===== src/rtl/uart_rx_core_if.sv =====
// Receive-side output bundle of the UART: received byte, its strobe, the framing
// error strobe and the busy flag, as seen by the APB UART register block.
interface uart_rx_core_if;
   logic [7:0] RxData;
   logic       RxValid;
   logic       FrameErr;
   logic       Busy;

   modport master (output RxData, output RxValid, output FrameErr, output Busy);
   modport slave  (input  RxData, input  RxValid, input  FrameErr, input  Busy);
endinterface


===== src/rtl/uart_rx_core.sv =====
// 8N1 UART receiver with 16x oversampling and 3-sample majority vote per bit.
// Delivers each correctly framed byte with a one-cycle RxValid strobe.
module uart_rx_core #(
   parameter int OVERSAMPLE = 16
) (
   input  logic            pClk,
   input  logic            pReset,
   input  logic [15:0]     BaudDiv,
   input  logic            RxD,
   uart_rx_core_if.master  rxPort
);

   localparam logic [3:0] LastSample = 4'(OVERSAMPLE - 1);

   typedef enum logic [2:0] {IDLE, START, DATA, STOP, WAIT_IDLE} rxState_t;

   rxState_t    state, nextState;
   logic        rxdMeta, rxdS;
   logic [15:0] tcnt;
   logic        active, tick, midTick, endTick;
   logic [3:0]  scnt;
   logic [1:0]  samp;
   logic        majority;
   logic [2:0]  bitIdx;
   logic [7:0]  shiftReg;
   logic        shiftEn, bitInc, loadData, setErr;
   logic [7:0]  rxDataReg;
   logic        rxValidReg, frameErrReg;

   // NOTE: every clocked process uses non-blocking (<=) assignments so all flops
   // update together and simulation order can never change the result.
   always_ff @(posedge pClk or negedge pReset) begin
      if (!pReset) begin
         rxdMeta <= 1'b1;
         rxdS    <= 1'b1;
      end else begin
         rxdMeta <= RxD;
         rxdS    <= rxdMeta;
      end
   end

   assign active   = (state == START) || (state == DATA) || (state == STOP);
   assign tick     = active && (tcnt == BaudDiv);
   assign midTick  = tick && (scnt == 4'd9);
   assign endTick  = tick && (scnt == LastSample);
   assign majority = (samp[0] & samp[1]) | (samp[0] & rxdS) | (samp[1] & rxdS);

   always_ff @(posedge pClk or negedge pReset) begin
      if (!pReset) begin
         state <= IDLE;
      end else begin
         state <= nextState;
      end
   end

   // NOTE: all combinational outputs get a default first, so no path through the
   // case statement leaves one unassigned and no latch is inferred.
   always_comb begin
      nextState = state;
      shiftEn   = 1'b0;
      bitInc    = 1'b0;
      loadData  = 1'b0;
      setErr    = 1'b0;
      case (state)
         IDLE: begin
            if (!rxdS) nextState = START;
         end
         START: begin
            if (midTick && majority) nextState = IDLE;
            else if (endTick)        nextState = DATA;
         end
         DATA: begin
            if (midTick) shiftEn = 1'b1;
            if (endTick) begin
               if (bitIdx == 3'd7) nextState = STOP;
               else                bitInc    = 1'b1;
            end
         end
         STOP: begin
            if (midTick) begin
               if (majority) begin
                  loadData  = 1'b1;
                  nextState = IDLE;
               end else begin
                  setErr    = 1'b1;
                  nextState = WAIT_IDLE;
               end
            end
         end
         WAIT_IDLE: begin
            if (rxdS) nextState = IDLE;
         end
         default: nextState = IDLE;
      endcase
   end

   // Bit timing restarts from zero on every state entry so each bit is measured
   // from its own edge.
   always_ff @(posedge pClk or negedge pReset) begin
      if (!pReset) begin
         tcnt <= '0;
         scnt <= '0;
         samp <= '0;
      end else begin
         if (!active || tick) tcnt <= '0;
         else                 tcnt <= tcnt + 16'd1;

         if (nextState != state) scnt <= '0;
         else if (tick)          scnt <= scnt + 4'd1;

         if (tick && scnt == 4'd7) samp[0] <= rxdS;
         if (tick && scnt == 4'd8) samp[1] <= rxdS;
      end
   end

   always_ff @(posedge pClk or negedge pReset) begin
      if (!pReset) begin
         bitIdx   <= '0;
         shiftReg <= '0;
      end else begin
         if (state != DATA) bitIdx <= '0;
         else if (bitInc)   bitIdx <= bitIdx + 3'd1;

         if (shiftEn) shiftReg <= {majority, shiftReg[7:1]};
      end
   end

   always_ff @(posedge pClk or negedge pReset) begin
      if (!pReset) begin
         rxDataReg   <= '0;
         rxValidReg  <= 1'b0;
         frameErrReg <= 1'b0;
      end else begin
         rxValidReg  <= loadData;
         frameErrReg <= setErr;
         if (loadData) rxDataReg <= shiftReg;
      end
   end

   assign rxPort.RxData   = rxDataReg;
   assign rxPort.RxValid  = rxValidReg;
   assign rxPort.FrameErr = frameErrReg;
   assign rxPort.Busy     = (state != IDLE);

endmodule


===== src/flat_wrapper.sv =====
// flat-port wrapper written by rule: the top's interface ports become plain ports
module uart_rx_core_flat 
#(
   parameter int OVERSAMPLE = 16
)
  (pClk, pReset, BaudDiv, RxD, rxPort_RxData, rxPort_RxValid, rxPort_FrameErr, rxPort_Busy);
  uart_rx_core_if rxPort_i ();
  input  logic pClk;
  input  logic pReset;
  input  logic [15:0] BaudDiv;
  input  logic RxD;
  output wire logic [$bits(rxPort_i.RxData)-1:0] rxPort_RxData;
  output wire logic [$bits(rxPort_i.RxValid)-1:0] rxPort_RxValid;
  output wire logic [$bits(rxPort_i.FrameErr)-1:0] rxPort_FrameErr;
  output wire logic [$bits(rxPort_i.Busy)-1:0] rxPort_Busy;
  assign rxPort_RxData = rxPort_i.RxData;
  assign rxPort_RxValid = rxPort_i.RxValid;
  assign rxPort_FrameErr = rxPort_i.FrameErr;
  assign rxPort_Busy = rxPort_i.Busy;
  uart_rx_core #(.OVERSAMPLE(OVERSAMPLE)) u_core (.pClk(pClk), .pReset(pReset), .BaudDiv(BaudDiv), .RxD(RxD), .rxPort(rxPort_i));
endmodule

===== config.mk =====
export PLATFORM = sky130hd
export DESIGN_NAME = uart_rx_core_flat
export DESIGN_NICKNAME = d
export VERILOG_FILES = /design/src/rtl/uart_rx_core_if.sv /design/src/rtl/uart_rx_core.sv /design/src/flat_wrapper.sv
export SDC_FILE = /design/constraint.sdc
export NUM_CORES = 1
export LEC_CHECK = 0
export CORE_AREA = 8 8 89 91
export DETAILED_ROUTE_END_ITERATION = 6
export DIE_AREA = 0 0 97 99
export PLACE_DENSITY = 0.71
export SYNTH_ARGS = -nofsm -noshare
export SYNTH_HDL_FRONTEND = slang
export SYNTH_SLANG_ARGS = --single-unit

===== constraint.sdc =====
create_clock -name pClk -period 2.6 [get_ports pClk]
set_input_delay 0.52 -clock pClk [delete_from_list [all_inputs] [get_ports pClk]]
set_output_delay 0.52 -clock pClk [all_outputs]
set_load 0.03 [all_outputs]

# [Word level (Yosys, flattened, before mapping)]
# Cells that the tools add are included.
[word_totals] out_inout_bits=11 wordCells=71 in_bits=19 register_bits=48
[classes] add_sub_neg=3 eq_ne=12 reduce_logical=14 mux=25 n_bitwise=5
[op_table] operator="$mux W3" n=10
[op_table] operator="$add A16 B1 Y16 const B" n=1
[op_table] operator="$eq A16 B16 Y1" n=1
[op_table] operator="$mux W16" n=1
[op_table] operator="$pmux W3 S5" n=1
[op_table] operator="$eq A4 B4 Y1 const B" n=3
[op_table] operator="$mux W1" n=11
[op_table] operator="$mux W4" n=2
[op_table] operator="$eq A3 B2 Y1 const B" n=2
[op_table] operator="$eq A3 B3 Y1 const B" n=2
[op_table] operator="$logic_and A1 B1 Y1" n=6
[op_table] operator="$add A4 B1 Y4 const B" n=1
[op_table] operator="$eq A4 B3 Y1 const B" n=1
[op_table] operator="$reduce_bool A2 Y1" n=2
[op_table] operator="$add A3 B1 Y3 const B" n=1
[op_table] operator="$and A1 B1 Y1" n=3
[op_table] operator="$eq A3 B1 Y1 const B" n=1
[op_table] operator="$logic_not A3 Y1" n=1
[op_table] operator="$logic_or A1 B1 Y1" n=3
[op_table] operator="$ne A3 B2 Y1 const B" n=1
[op_table] operator="$ne A3 B3 Y1" n=1
[op_table] operator="$reduce_bool A3 Y1" n=1
[op_table] operator="$or A1 B1 Y1" n=2
[op_table] operator="$logic_not A1 Y1" n=1

# [Logic depth before layout (Yosys ltp)]
# Gate-level depths: netlist of the first run.
[depth] depth_word=10 depth_mapped=8 ltp_nobuf=7

# [Worst setup path before layout of the first run]
# No wires, ideal clock.
[synth_timing] kind="input to register" from="input BaudDiv[9]" to="register u_core.shiftReg[0]" path_slack_ns=0.363 path_buffers=1 stages=7 t_arrival_ns=2.112 path_cell_list="xor2_1 nor4_1 and4_2 buf_6 nand2_4 nor3_4 mux2_2"
[synth_between] elab_chain_cells=5
[synth_rtl] item="start: declaration" line="flat_wrapper.sv:10" rtl="input logic [15:0] BaudDiv;"
[synth_rtl] item="$eq A16 B16 Y1" line="uart_rx_core.sv:43" rtl="assign tick = active && (tcnt == BaudDiv);"
[synth_rtl] item="$logic_and A1 B1 Y1" line="uart_rx_core.sv:43"
[synth_rtl] item="$logic_and A1 B1 Y1" line="uart_rx_core.sv:44" rtl="assign midTick = tick && (scnt == 4'd9);"
[synth_rtl] item="$mux W1" line="uart_rx_core.sv:73" rtl="if (midTick) shiftEn = 1'b1;"
[synth_rtl] item="$mux W1" line="uart_rx_core.sv:64" rtl="case (state)"
[synth_rtl] item="end signal: assignment" line="uart_rx_core.sv:124" rtl="if (shiftEn) shiftReg <= {majority, shiftReg[7:1]};"
[synth_rtl] item="end: declaration" line="uart_rx_core.sv:25" rtl="logic [7:0] shiftReg;"
# Every way passes these cells.
# A chain may end at the register's enable or synchronous reset.

# [Worst setup path in the final report of the first run]
[layout_timing] from="input BaudDiv[11]" to="register u_core.rxDataReg[2] (netlist: u_core.rxPort.RxData[2])"
[layout_between] elab_chain_cells=5
[layout_rtl] item="$eq A16 B16 Y1" line="uart_rx_core.sv:43"
[layout_rtl] item="$logic_and A1 B1 Y1" line="uart_rx_core.sv:43"
[layout_rtl] item="$logic_and A1 B1 Y1" line="uart_rx_core.sv:44"
[layout_rtl] item="$mux W1" line="uart_rx_core.sv:80" rtl="if (midTick) begin"
[layout_rtl] item="$mux W1" line="uart_rx_core.sv:64"
[layout_rtl] item="net u_core.loadData" line="uart_rx_core.sv:26" rtl="logic shiftEn, bitInc, loadData, setErr;"
[layout_rtl] item="end signal: assignment" line="uart_rx_core.sv:136" rtl="if (loadData) rxDataReg <= shiftReg;"
[layout_rtl] item="end: declaration" line="uart_rx_core.sv:27" rtl="logic [7:0] rxDataReg;"
# The timed path passes the listed nets, and every way through them passes these cells.

==> summary.txt, run 1 <==
Outcome
  – Status: complete, no violations

Die
  – Row cnt: 30
  – Core area: 0.00657 sq mm
  – Horiz. Die Dim: 97 um
  – Die height: 99 um
  – Initial Util: 38.1%
  – Io pins: 30
  – Die area: 0.00960 sq mm

Setup path
  – CP startpoint kind: input port
  – Critical path class: in2reg
  – CP max stage delay: 420 ps
  – Setup slack, reg-to-reg: 360 ps
  – R2r worst-path depth: 7
  – Worst r2r src: u_core.tcnt[11]$_DFF_PN0_
  – Crit Path Max Fanout: 9
  – CP endpoint kind: register
  – Worst reg2reg path endpoint: u_core.rxPort.RxData[2]$_DFFE_PN0P_
  – Crit path max-delay family: simple AND/OR/NAND/NOR gates
  – Critical-path top delay cell: clkdlybuf4s50_1
  – Required time of the worst setup path: 2800 ps
  – Cell Chain, Critical Path: clkdlybuf4s50_1 -> xor2_1 -> nor4_2 -> and4_2 -> nand2_1 -> nor3_4 -> buf_12 -> mux2_2
  – WP buf/inv: 2
  – Worst Path Arrival: 2620 ps

GRT
  – Initial antenna violation count: 0
  – First-pass GRT wire length: 8250 um
  – Final global-route overflow total: 0
  – Overall routing resource usage: 10.5%
  – Largest net degree at the start of global routing: 49
  – Number of global-route vias before repair: 1731

Placement
  – Placed cell area: 0.00294 sq mm
  – Cells after DPL: 344
  – RePlAce Congestion: 0.812
  – Number of port buffers: 29
  – HPWL after DPL: 3750 um
  – Dpl ws: -230 ps

Layout
  – Commonest non-fill, non-tap cell in the layout: dfrtp_1
  – Fill cell count: 572
  – FF+latch area: 0.00120 sq mm
  – Multi-input logic area: 0.00122 sq mm
  – ANT cells: 0
  – Non-filler cells, final: 352
  – Final #Nets: 296
  – Area grow syn2layout: 22.4%
  – Most frequent cells in the layout: dfrtp_1, clkdlybuf4s50_1, xor2_1, nor2_1, mux2_2
  – Share of cells above drive strength 1: 19.1%
  – Post-route cell area: 0.00306 sq mm

Worst hold path
  – Hold Crit Class: in2async

Logic synthesis
  – Post-synth ARST share: 100%
  – Yosys warning total: 0
  – Syn avg cell area: 10.8 sq um
  – Mapped Cells: 231
  – Synthesized area: 0.00250 sq mm
  – Register bit total from synthesis: 48
  – Top FF cell, synth: dfrtp_1
  – Syn nets: 256
  – Distinct cell type count after synthesis: 43
  – Sequential share of the synthesized area: 48.1%
  – Number of flops mapped to enable cells by yosys: 0

Timing
  – Setup_tns: 0 ps
  – Finish-stage setup viols: 0
  – Final period util: 93.0%
  – Least-Margin Pin Slew: 601 ps
  – Final Hold Vio Count: 0
  – Skew final: 6.75 ps
  – RSZ-0062 raised after global routing: false
  – Fin. max-slew vios: 0
  – Max-slew headroom: 59.9%
  – Tmin final: 2420 ps
  – Fmax: 414 MHz
  – PnR worst setup slack: 183 ps

Clocking
  – Clock buffer depth: 2
  – Clk pin slew, worst setup/hold paths: 90 ps
  – Worst skew pair latency: 300 ps
  – Clock sinks: 48
  – Clock Root Buffer: clkbuf_8
  – Hold buffer count at cts: 0
  – Inserted Clock Buffers: 5
  – CTS tree: built
  – H-tree depth: 2

Route
  – Routed WL: 5010 um
  – Routed WL per cell: 14.2 um
  – Drt via density: 5.05
  – DR pass1 iterations: 4
  – Vias: 1776
  – DRT antenna net count: 0
  – DRC violation count after routing: 0
  – First DRT Iteration DRCs: 163

Pwr
  – P_leak: 1.38 nW
  – Tot Pwr: 0.00148 W
  – Max IR drop VDD: 0.213 mV
  – Power Dens Cells: 484 mW/mm^2

Run
  – Max-cap violations: 0
cell families after synthesis:
kind of cell / Yosys count / synth area share, %
simple gates: 79 / 18.2
flops: 48 / 48.1
compound gates: 30 / 7.15
xor+xnor: 27 / 9.45
mux: 24 / 10.5
buf+inv: 16 / 3.25
fa+ha+maj: 7 / 3.40
worst max-delay path by stage:
stage,slack (ps),start,end,depth (start not counted)
2_1_floorplan,360,BaudDiv[9],u_core.shiftReg[0]$_DFFE_PN0P_,7
3_3_place_gp,-170,BaudDiv[11],u_core.rxPort.RxData[6]$_DFFE_PN0P_,8
3_5_place_dp,-230,BaudDiv[11],u_core.rxPort.RxData[2]$_DFFE_PN0P_,8
4_1_cts,100,BaudDiv[11],u_core.rxPort.RxData[5]$_DFFE_PN0P_,8
5_1_grt,70,BaudDiv[11],u_core.rxPort.RxData[0]$_DFFE_PN0P_,8
6_report,180,BaudDiv[11],u_core.rxPort.RxData[2]$_DFFE_PN0P_,8
cells in the mapped netlist (all sizes together), types with 8 or more instances:
| library cell | number | area (sq um) |
|---|---|---|
| nor3 | 13 | 92.6 |
| dfrtp | 46 | 1150 |
| nand3 | 9 | 45.0 |
| nand2 | 11 | 48.8 |
| xor2 | 21 | 184 |
| mux2 | 18 | 203 |
| inv | 11 | 41.3 |
| o21ai | 12 | 60.1 |
| a21oi | 8 | 43.8 |
| nor2 | 21 | 78.8 |
per-stage QoR:
step | hold WS (ps) | util (%)
after floorplan | 224 | -
after global placement | 347 | 44.8
after detailed placement | 347 | 44.8
after CTS | 315 | 46.5
after global routing | 336 | 46.6
final | 293 | 46.6
where the power goes:
group	total, W	switching (W)	leakage, nW	internal (W)
clock network	0.000550	0.000260	0.0548	0.000290
logic	0.000116	0.0000558	0.703	0.0000597
registers	0.000815	0.0000387	0.620	0.000777
what timing repair did:
item	4_1_cts	5_1_grt
endpoints found under the setup margin	0	4
buffers inserted	0	0
gates resized for setup	0	1
endpoints found under the hold margin	0	0
sequential cells by signal, summed over array words and instances (netlist names):
| name | cells |
|---|---|
| u_core.shiftReg | 8 |
| u_core.state | 3 |
| u_core.rxPort.RxValid | 1 |
| u_core.scnt | 4 |
| u_core.rxPort.FrameErr | 1 |
| u_core.rxPort.RxData | 8 |
| u_core.tcnt | 16 |
| u_core.bitIdx | 3 |
| u_core.rxdMeta | 1 |
| u_core.rxdS | 1 |
| u_core.samp | 2 |
metal layers:
layer | up-vias | share of wire (%) | track usage (%)
met5 | - | 0 | 0
li1 | 893 | - | -
met4 | 0 | 1.8 | 4.73
met3 | 5 | 3.3 | 2.73
met2 | 25 | 46 | 15.8
met1 | 853 | 49 | 13.7
worst reg2reg max path: stages (launching register included):
cell and delay [ps]:
dfrtp_1 450, xor2_1 180, nor4_2 360, and4_2 330
nand2_1 120, nor3_4 220, buf_12 150, mux2_2 330
final cells by class:
cell class | instances | share of cell area, %
Multi-Input combinational cell | 167 | 40.0
Inverter | 11 | 1.35
Timing Repair Buffer | 38 | 12.3
Tap cell | 80 | 3.27
Sequential cell | 48 | 39.3
Clock buffer | 5 | 2.25
Clock inverter | 3 | 1.51
Power figures use the tool's default switching activity.
==> run 2, diff against run 1 <==
CORE_AREA = 8 8 110 112   (was 8 8 89 91)
DIE_AREA = 0 0 118 120   (was 0 0 97 99)
PLACE_DENSITY = 0.53   (was 0.71)
==> run 2 against run 1 <==
  * Via count is 2.9% higher
  * First-iteration DRC count is 61% lower
  * Hold slack worse by 110 ps
  * Wire length is 8.1% higher
  * Global-route usage is 2.4 points lower
  * Sequential share of layout area is 1.8 points lower
  * Fmax is 1.9% lower
  * Combinational power hardly changed
  * Setup slack worse by 47 ps
  * Largest cell class unchanged
==> summary.txt, run 2 (synthesized netlist as in run 1, its figures left out) <==
Layout
  – Share of cells above drive strength 1: 20.6%
  – Most frequent cells in the layout: dfrtp_1, clkdlybuf4s50_1, xor2_1, nor2_1, mux2_2
  – Final #Nets: 301
  – Commonest non-fill, non-tap cell in the layout: dfrtp_1
  – Max FFs per register: 16
  – Post-route cell area: 0.00321 sq mm
  – Non-filler cells, final: 417
  – Fill cell count: 1047
  – ANT cells: 0
  – Area grow syn2layout: 28.3%
  – Most flop-heavy register: u_core.tcnt

Route
  – Routed WL per cell: 13.0 um
  – First DRT Iteration DRCs: 63
  – Drt via density: 4.38
  – DRT antenna net count: 0
  – Vias: 1827
  – DR pass1 iterations: 4
  – DRC violation count after routing: 0
  – Routed WL: 5410 um

Clocking
  – Worst skew pair latency: 300 ps
  – Clk pin slew, worst setup/hold paths: 80 ps
  – Post-CTS setup buffer count: 0
  – Clock sinks: 48
  – CTS tree: built
  – H-tree depth: 2
  – Inserted Clock Buffers: 5
  – Clock buffer depth: 2
  – Hold buffer count at cts: 0
  – Clock Root Buffer: clkbuf_8
  – Post-CTS sizing: 0

Placement
  – Cells after DPL: 409
  – Dpl ws: -218 ps
  – RePlAce Congestion: 0.765
  – Placed cell area: 0.00308 sq mm
  – HPWL after DPL: 4010 um
  – Number of port buffers: 29

Die
  – Initial Util: 23.8%
  – Die height: 120 um
  – Io pins: 30
  – Horiz. Die Dim: 118 um
  – Die area: 0.0142 sq mm
  – Core area: 0.0105 sq mm
  – Row cnt: 38

Setup path
  – CP max stage delay: 420 ps
  – Critical Path Start: BaudDiv[9]
  – Critical path class: in2reg
  – Worst r2r src: u_core.tcnt[9]$_DFF_PN0_
  – Cell Chain, Critical Path: clkdlybuf4s50_1 -> xor2_1 -> nor4_1 -> and4_4 -> nand2_1 -> nor3_4 -> buf_12 -> mux2_2
  – CP startpoint kind: input port
  – Setup slack, reg-to-reg: 310 ps
  – CP endpoint kind: register
  – Required time of the worst setup path: 2790 ps
  – Worst Path Arrival: 2650 ps
  – Crit Path Max Fanout: 9
  – Critical-path top delay cell: clkdlybuf4s50_1

Timing
  – Least-Margin Pin Slew: 447 ps
  – Fmax: 406 MHz
  – Skew final: 5.96 ps
  – Max-slew headroom: 70.2%
  – Setup_tns: 0 ps
  – Final period util: 94.8%
  – Final Hold Vio Count: 0
  – Tmin final: 2460 ps
  – PnR worst setup slack: 136 ps
  – RSZ-0062 raised after global routing: false
  – Finish-stage setup viols: 0
  – Fin. max-slew vios: 0

GRT
  – First-pass GRT wire length: 9280 um
  – Overall routing resource usage: 8.13%
  – Final global-route overflow total: 0
  – Largest net degree at the start of global routing: 49
  – Initial antenna violation count: 0
  – Number of global-route vias before repair: 1881

Outcome
  – Status: complete, no violations

Pwr
  – Max IR drop VDD: 0.228 mV
  – P_leak: 1.42 nW
  – Power Dens Cells: 474 mW/mm^2

Worst hold path
  – Hold Crit Class: in2async

Run
  – Max-cap violations: 0
## run 2: cell type report
| type | count | area, sq um | area share [%] |
|---|---|---|---|
| Clock buffer | 7 | 96.3 | 3.00 |
| Inverter | 11 | 41.3 | 1.29 |
| Clock inverter | 1 | 30.0 | 0.935 |
| Tap cell | 140 | 175 | 5.45 |
| Multi-Input combinational cell | 167 | 1220 | 38.1 |
| Sequential cell | 48 | 1200 | 37.5 |
| Timing Repair Buffer | 43 | 440 | 13.7 |
## run 2: path summary, 6_finish.rpt
path                                                  endpoint  depth (start not counted)
min in group pClk                        u_core.rxdS$_DFF_PN1_                          0
max                        u_core.rxPort.RxData[6]$_DFFE_PN0P_                          8
max in group asynchronous                u_core.rxdS$_DFF_PN1_                          2
max reg2reg                u_core.rxPort.RxData[6]$_DFFE_PN0P_                          7
min                           u_core.rxPort.FrameErr$_DFF_PN0_                          2
min reg2reg                              u_core.rxdS$_DFF_PN1_                          0
## run 2: per-layer routing
layer | vias up | part of all wire [%] | wire length, um | track usage, %
li1 | 905 | - | - | -
met1 | 884 | 45 | 2450 | 9.78
met2 | 32 | 48 | 2620 | 13.5
met3 | 6 | 4.6 | 250 | 2.21
met4 | 0 | 1.6 | 89 | 3.36
met5 | - | 0 | 0 | 0
## run 2: metrics by stage
step / hold slack (ps) / power (W) / utilization [%]
after floorplan: 224 / 0.000877 / -
after global placement: 348 / 0.000947 / 29.3
after detailed placement: 349 / 0.000950 / 29.3
after CTS: 200 / 0.00155 / 30.5
after global routing: 200 / 0.00160 / 30.6
final: 181 / 0.00152 / 30.6
## run 2: power breakdown
group          total [W]  leakage [nW]  switching [W]  internal (W)
sequential      0.000815         0.620      0.0000384      0.000777
clock           0.000590        0.0645       0.000251      0.000339
combinational   0.000118         0.736      0.0000546     0.0000635
## run 2: worst max-delay path: cells and delay by family
| family | cells | cell delay (ps) |
|---|---|---|
| and+or+nand+nor | 4 | 1050 |
| buffers and inverters | 2 | 570 |
| muxes | 1 | 330 |
| xor gates and xnor gates | 1 | 160 |
==> run 3, diff against run 2 <==
DONT_BUFFER_PORTS = 1   (was default)
PLACE_DENSITY = 0.49   (was 0.53)
==> run 3 against run 2 <==
  * Non-clock buffer count fell by 35
  * Sequential share of layout area rose by 5.0 points
  * First-iteration DRC count fell by 25%
  * Clock power fell by 6.6%
  * Hold slack got worse by 140 ps
  * Register-to-register slack got worse by 80 ps
  * Global-route usage fell by 0.24 points
  * Highest routed layer unchanged
  * Die area did not move
==> summary.txt, run 3 (synthesized netlist as in run 1, its figures left out) <==
Outcome
  – Status: complete, no violations

Placement
  – RePlAce Congestion: 0.819
  – Number of port buffers: 0
  – HPWL after DPL: 3810 um
  – Cells after DPL: 373

Die
  – Horiz. Die Dim: 118 um
  – Io pins: 30
  – Core area: 0.0105 sq mm
  – Die area: 0.0142 sq mm
  – Initial Util: 23.8%
  – Row cnt: 38
  – Die height: 120 um

Pwr
  – Max IR drop VDD: 0.171 mV
  – P_leak: 1.27 nW
  – Tot Pwr: 0.00145 W
  – Power Dens Cells: 512 mW/mm^2

Layout
  – ANT cells: 0
  – Share of cells above drive strength 1: 20.2%
  – Max FFs per register: 16
  – Final #Nets: 266
  – Most frequent cells in the layout: dfrtp_1, xor2_1, nor2_1
  – Non-filler cells, final: 382
  – Most flop-heavy register: u_core.tcnt
  – Commonest non-fill, non-tap cell in the layout: dfrtp_1
  – Fill cell count: 1116
  – Area grow syn2layout: 13.3%

Clocking
  – Clock buffer depth: 2
  – Post-CTS sizing: 0
  – Clock Root Buffer: clkbuf_8
  – Worst skew pair latency: 310 ps
  – H-tree depth: 2
  – Post-CTS setup buffer count: 0
  – Clk pin slew, worst setup/hold paths: 90 ps
  – Clock sinks: 48
  – Hold buffer count at cts: 1
  – CTS tree: built
  – Inserted Clock Buffers: 5

Route
  – First DRT Iteration DRCs: 47
  – DRT antenna net count: 0
  – Routed WL: 5210 um
  – Routed WL per cell: 13.6 um
  – DRC violation count after routing: 0
  – Drt via density: 4.41
  – DR pass1 iterations: 4
  – Vias: 1686

Setup path
  – Required time of the worst setup path: 2800 ps
  – Worst r2r src: u_core.tcnt[11]$_DFF_PN0_
  – Critical Path Start: u_core.tcnt[11]$_DFF_PN0_
  – Worst reg2reg path endpoint: u_core.shiftReg[3]$_DFFE_PN0P_
  – Worst Path Arrival: 2570 ps
  – R2r worst-path depth: 6
  – CP startpoint kind: register
  – Critical path class: reg2reg
  – Setup slack, reg-to-reg: 230 ps
  – Crit Path Max Fanout: 8
  – CP endpoint kind: register

Run
  – Max-cap violations: 0

GRT
  – First-pass GRT wire length: 9090 um
  – GR Util met1: 9.65%
  – Met3 Use GR: 1.93%
  – Overall routing resource usage: 7.89%
  – Number of global-route vias before repair: 1766
  – Most Crowded Layer GR: met2
  – Met2 Use GR: 12.7%
  – Final global-route overflow total: 0
  – Initial antenna violation count: 0
  – Largest net degree at the start of global routing: 47

Timing
  – Max-slew headroom: 70.7%
  – Skew final: 5.81 ps
  – Final period util: 91.3%
  – Setup_tns: 0 ps
  – Tmin final: 2370 ps
  – Fin. max-slew vios: 0
  – Fmax: 421 MHz
  – Finish-stage setup viols: 0
  – Final Hold Vio Count: 0
  – Least-Margin Pin Slew: 438 ps
  – RSZ-0062 raised after global routing: false

Worst hold path
  – Hold Crit Class: in2async
-- run 3: cell types whose count changed in the layout (fill, tap and decap cells not counted), sizes merged --
cell           before  now
clkdlybuf4s50      28    0
buf                15    8
clkbuf              7    5
clkinv              0    2
-- run 3: worst max path at each step --
stage,end,cells past startpoint
floorplan,u_core.shiftReg[0]$_DFFE_PN0P_,7
global placement,u_core.shiftReg[4]$_DFFE_PN0P_,6
detailed placement,u_core.shiftReg[3]$_DFFE_PN0P_,6
CTS,u_core.rxPort.RxData[7]$_DFFE_PN0P_,7
global route,u_core.rxPort.RxData[7]$_DFFE_PN0P_,7
finish,u_core.shiftReg[3]$_DFFE_PN0P_,6
-- run 3: report_power, final --
part	switching [W]	total, W	internal [W]
Sequential	0.0000413	0.000818	0.000777
Clock	0.000261	0.000551	0.000290
Combinational	0.0000416	0.0000816	0.0000400
-- run 3: area by class of cell --
cell class,instances,area (sq um),area share (%)
inverter,11,41.3,1.46
clock inverter,3,47.5,1.68
timing repair buffer,8,80.1,2.83
clock buffer,5,68.8,2.43
tap,140,175,6.18
sequential,48,1200,42.5
multi-input combinational,167,1220,43.0
-- run 3: metrics by stage --
stage	worst slack [ps]	util [%]	hold slack, ps	cell area [sq um]
global route	15.6	27.0	17.3	2830
floorplan	363	-	224	2500
global placement	201	25.6	226	2690
detailed placement	150	25.6	226	2690
CTS	213	27.0	29.3	2830
finish	226	27.0	44.8	2830
-- run 3: worst max-delay path, stage by stage (launching register included) --
cell and delay [ps]:
dfrtp_1 450, xor2_1 170, nor4_1 400, and4_2 390
nand2_4 100, nor3_4 380, mux2_2 380
-- run 3: metal layers --
metal / wire length (um) / share of wire (%)
met1: 2410 / 46
met2: 2510 / 48
met3: 185 / 3.5
met4: 107 / 2.1
met5: 0 / 0
